## src/rtl/calc_pkg.sv

```systemverilog
// Shared definitions for the calculator front-end: opcodes, sequencer states
// and the default datapath width.
package calc_pkg;

   localparam int CALC_W = 4;

   localparam logic [2:0] OP_ADD_AB = 3'b000;
   localparam logic [2:0] OP_SUB_AB = 3'b001;
   localparam logic [2:0] OP_ABS_B  = 3'b010;
   localparam logic [2:0] OP_ADD_BA = 3'b100;
   localparam logic [2:0] OP_SUB_BA = 3'b101;
   localparam logic [2:0] OP_ABS_A  = 3'b110;

   typedef enum logic [1:0] {
      IDLE = 2'd0,
      EXEC = 2'd1,
      RESP = 2'd2
   } state_t;

endpackage

```

## src/rtl/calc_sequencer.sv

```systemverilog
// Command front-end for the combinational calculator: registers the operands,
// captures the result one cycle later, and keeps an accumulator, sticky overflow and op counter.
module calc_sequencer
   import calc_pkg::*;
#(
   parameter int W     = CALC_W,
   parameter int CNT_W = 8
) (
   input  logic             clk,
   input  logic             rst_n,
   // Handshakes: a transfer happens on a rising edge where valid and ready are
   // both high; a producer holds its payload stable until that edge.
   input  logic             cmd_valid,
   output logic             cmd_ready,
   input  logic [2:0]       cmd_op,
   input  logic             cmd_acc_sel,
   input  logic [W-1:0]     cmd_a,
   input  logic [W-1:0]     cmd_b,
   input  logic             cmd_clr,
   output logic [2:0]       calc_op,
   output logic [W-1:0]     calc_a,
   output logic [W-1:0]     calc_b,
   input  logic [W-1:0]     calc_r,
   input  logic             calc_ovf,
   output logic             rsp_valid,
   input  logic             rsp_ready,
   output logic [W-1:0]     rsp_r,
   output logic             rsp_ovf,
   output logic [W-1:0]     acc,
   output logic             ovf_sticky,
   output logic [CNT_W-1:0] op_count,
   output state_t           dbg_state
);

   state_t           state_q;
   logic [2:0]       calc_op_q;
   logic [W-1:0]     calc_a_q, calc_b_q;
   logic [W-1:0]     rsp_r_q, acc_q;
   logic             rsp_ovf_q, sticky_q;
   logic [CNT_W-1:0] cnt_q;

   always_ff @(posedge clk or negedge rst_n) begin
      if (!rst_n) begin
         state_q   <= IDLE;
         calc_op_q <= '0;
         calc_a_q  <= '0;
         calc_b_q  <= '0;
         rsp_r_q   <= '0;
         rsp_ovf_q <= 1'b0;
         acc_q     <= '0;
         sticky_q  <= 1'b0;
         cnt_q     <= '0;
      end else begin
         unique case (state_q)
            IDLE: begin
               if (cmd_valid) begin
                  if (cmd_clr) begin
                     // Clear takes priority over whatever opcode rides along.
                     acc_q     <= '0;
                     sticky_q  <= 1'b0;
                     rsp_r_q   <= '0;
                     rsp_ovf_q <= 1'b0;
                     state_q   <= RESP;
                  end else begin
                     calc_op_q <= cmd_op;
                     calc_a_q  <= cmd_acc_sel ? acc_q : cmd_a;
                     calc_b_q  <= cmd_b;
                     state_q   <= EXEC;
                  end
               end
            end
            EXEC: begin
               rsp_r_q   <= calc_r;
               rsp_ovf_q <= calc_ovf;
               acc_q     <= calc_r;
               sticky_q  <= sticky_q | calc_ovf;
               if (cnt_q != '1) cnt_q <= cnt_q + 1'b1;
               state_q   <= RESP;
            end
            RESP: begin
               if (rsp_ready) state_q <= IDLE;
            end
            default: state_q <= IDLE;
         endcase
      end
   end

   // Gated by rst_n so every output reads 0 while reset is held.
   assign cmd_ready  = (state_q == IDLE) && rst_n;
   assign rsp_valid  = (state_q == RESP);
   assign calc_op    = calc_op_q;
   assign calc_a     = calc_a_q;
   assign calc_b     = calc_b_q;
   assign rsp_r      = rsp_r_q;
   assign rsp_ovf    = rsp_ovf_q;
   assign acc        = acc_q;
   assign ovf_sticky = sticky_q;
   assign op_count   = cnt_q;
   assign dbg_state  = state_q;

endmodule
```

## config.mk

```make
export PLATFORM = sky130hd
export DESIGN_NAME = calc_sequencer
export DESIGN_NICKNAME = d
export VERILOG_FILES = /design/src/rtl/calc_pkg.sv /design/src/rtl/calc_sequencer.sv
export SDC_FILE = /design/constraint.sdc
export NUM_CORES = 1
export LEC_CHECK = 0
export ABC_AREA = 1
export CORE_ASPECT_RATIO = 1.4
export CORE_MARGIN = 4
export CORE_UTILIZATION = 35
export CTS_BUF_LIST = sky130_fd_sc_hd__clkbuf_8
export DETAILED_ROUTE_END_ITERATION = 7
export GPL_TIMING_DRIVEN = 0
export PLACE_DENSITY_LB_ADDON = 0.25
export SYNTH_ARGS = -nofsm -noshare
export SYNTH_HDL_FRONTEND = slang
export SYNTH_SLANG_ARGS = --single-unit
```

## constraint.sdc

```tcl
create_clock -name clk -period 2.75 [get_ports clk]
set_input_delay 0.55 -clock clk [delete_from_list [all_inputs] [get_ports clk]]
set_output_delay 0.55 -clock clk [all_outputs]
set_load 0.005 [all_outputs]
```

==> impl_metrics.toml <==
[status]
outcome = "complete, no violations"

[setup_path]
crit_family = "buffers and inverters"
path_buf_inv = 3
cp_num_cells = 4
path_cells = "clkdlybuf4s15_2 > inv_1 > nor2_1 > clkdlybuf4s50_1"
arrival_ns = 1.95
worst_path_max_delay_cell = "clkdlybuf4s15_2"
cp-end-kind = "output pin"
rr_worst_depth = 8
crit_path_start_kind = "input pin"
path_class = "in -> out"
required_ns = 2.20
crit_path_max_fanout = 28
cp_slowest_stage_delay_ns = 0.64

[clocking]
hold_buffers = 0
cts_buffer_depth = 2
cts_tree = "built"
numCtsBuffers = 3
cts_sinks = 27
clock_latency_ns = 0.26
htreeDepth = 1
cts_root_buffer = "clkbuf_8"
clkTransAtPathRegs_ns = 0.09

[logic_synthesis]
synth_area_leader_cell = "dfrtp_1"
ys_ff_latch = 27
yosysSeqAreaShare_pct = 52.0
synth_area_leaders = "dfrtp_1, nand2_1, inv_1, nand3_1, o21ai_0"
avgSynthCellArea_sq_um = 8.38
synth.top_cell.area_share_pct = 52.0
syn_area_sq_um = 1300
synthCells = 155
synthDistinctLibCells = 23
yosys_warnings = 0
synth_nets = 178

[timing]
fin_setup_tns_ns = 0
fin_crit_ns = 2.50
setup_violations = 0
worst_slack_ns = 0.249
finalClockSkew_ns = 0.00442
slew_headroom_pct = 52.8
timing.hold.ws_ns = 0.417
drv_slew = 0
finalHoldViolCount = 0
fmax_mhz = 400
rsz0062_at_grt = "false"
worst_pin_slew_ns = 0.709
period_share_pct = 91.0

[global_route]
use_met2_pct = 23.0
grt_use_total_pct = 13.9
use_met3_pct = 4.18
antenna_found_initial = 0
grt_use_met1_pct = 16.2
busiest_layer = "met2"
grt.overflow.total = 0
grt_max_degree = 29
grt_pass1_wl_microns = 5070
grt_pass1_vias = 1131

[place]
hpwl_microns = 2480
io_buffers = 54
routabilityCongestion = 0.792
post-place-ws_ns = -0.530

[floorplan]
start_util_pct = 37.4
die_y_microns = 80.1
row_count = 25
coreArea_sq_um = 3470
die_area_sq_um = 4760
ioPinCount = 55
die_w_microns = 59.5

[pwr]
p_per_area_nw_per_um2 = 689
ir_drop_mv = 0.473
finalPower_mw = 1.33
p_leak_nw = 0.931

[routing]
antenna_left = 0
post_drt_wl_per_cell_microns = 12.3
vias = 1147
dr.pass1.iters = 4
drt_iter0_drc = 27
drt_wl_total_microns = 3110
drc_errors = 0
vias_per_cell = 4.53

[layout]
layout.nets = 237
final_cell_mix = "nand2_1, clkdlybuf4s50_1, dfrtp_1, inv_1, nor2_1"
fin_util_pct = 55.7
diodes = 0
area_growth_pct = 49.0
final_common_cell = "nand2_1"
drive_gt1_share_pct = 11.3

[hold_path]
min_path_type = "in -> async"

[flow_run]
cap_viol_max_count = 0
logic make-up (layout without fill, tap and decap cells):
| group | Yosys count | in the layout | share of synthesized area, % |
|---|---|---|---|
| AO/OA/AOI/OAI | 11 | 11 | 4.72 |
| XOR/XNOR | 2 | 2 | 1.35 |
| adder cells (fa/ha/maj) | 1 | 1 | 0.963 |
| buffers and inverters | 21 | 79 | 8.19 |
| flip-flops | 27 | 27 | 52.0 |
| multiplexers | 2 | 2 | 1.73 |
| AND/OR/NAND/NOR | 91 | 91 | 31.0 |
power breakdown:
part           switching (mW)  internal (mW)
logic                   0.194          0.329
clock network           0.116         0.0998
registers              0.0925          0.503
routing by layer:
metal,part of all wire [%],vias up
met5,0,-
met4,2.7,0
met3,7.4,6
met2,51,36
met1,39,516
li1,-,589
per-stage QoR:
step,cell area (sq um),instances
after floorplan,1300,155
after global placement,1890,249
after detailed placement,1890,249
after CTS,1940,253
after global routing,1940,253
final,1940,253
worst reg2reg max path, delay by kind of cell, from the launching register on:
kind | cells | cell delay [ns]
adder cells (fa/ha/maj) | 1 | 0.26
flip-flops | 1 | 0.47
AND/OR/NAND/NOR | 6 | 0.49
buffers and inverters | 1 | 0.04
final cells by class:
type | count | area (sq um)
Fill cell | 329 | 1540
Buffer | 5 | 41.3
Clock inverter | 1 | 3.75
Inverter | 16 | 65.1
Sequential cell | 27 | 676
Timing Repair Buffer | 54 | 542
Clock buffer | 3 | 41.3
Multi-Input combinational cell | 107 | 517
Tap cell | 40 | 50.0
state kept, by name (all words and copies together), names as in the netlist:
signal / flops
acc: 4
dbg_state: 2
calc_b: 4
rsp_ovf: 1
op_count: 8
ovf_sticky: 1
calc_a: 4
calc_op: 3
final timing paths:
kind,from,to,slack [ns]
setup / recovery,rst_n,cmd_ready,0.25
hold / removal,rst_n,op_count[6],0.42
setup reg to reg,op_count[0],op_count[4],1.38
hold reg to reg,calc_op[2],calc_op[2],0.49
max in group asynchronous,rst_n,acc[2],1.88
min in group clk,calc_op[2],calc_op[2],0.49
synth_stat cells (all sizes together):
library cell	instances
a21oi	1
buf	5
dfrtp	27
ha	1
inv	16
mux2	2
nand2	73
nand3	6
nand4	2
nor2	10
o21ai	9
o31ai	1
xnor2	2
repair_timing:
| action | 4_1_cts | 5_1_grt |
|---|---|---|
| buffers inserted | 0 | 0 |
| endpoints found under the setup margin | 1 | 0 |
| resized for setup | 3 | 0 |
No activity file was read; power rests on OpenSTA's default activity.
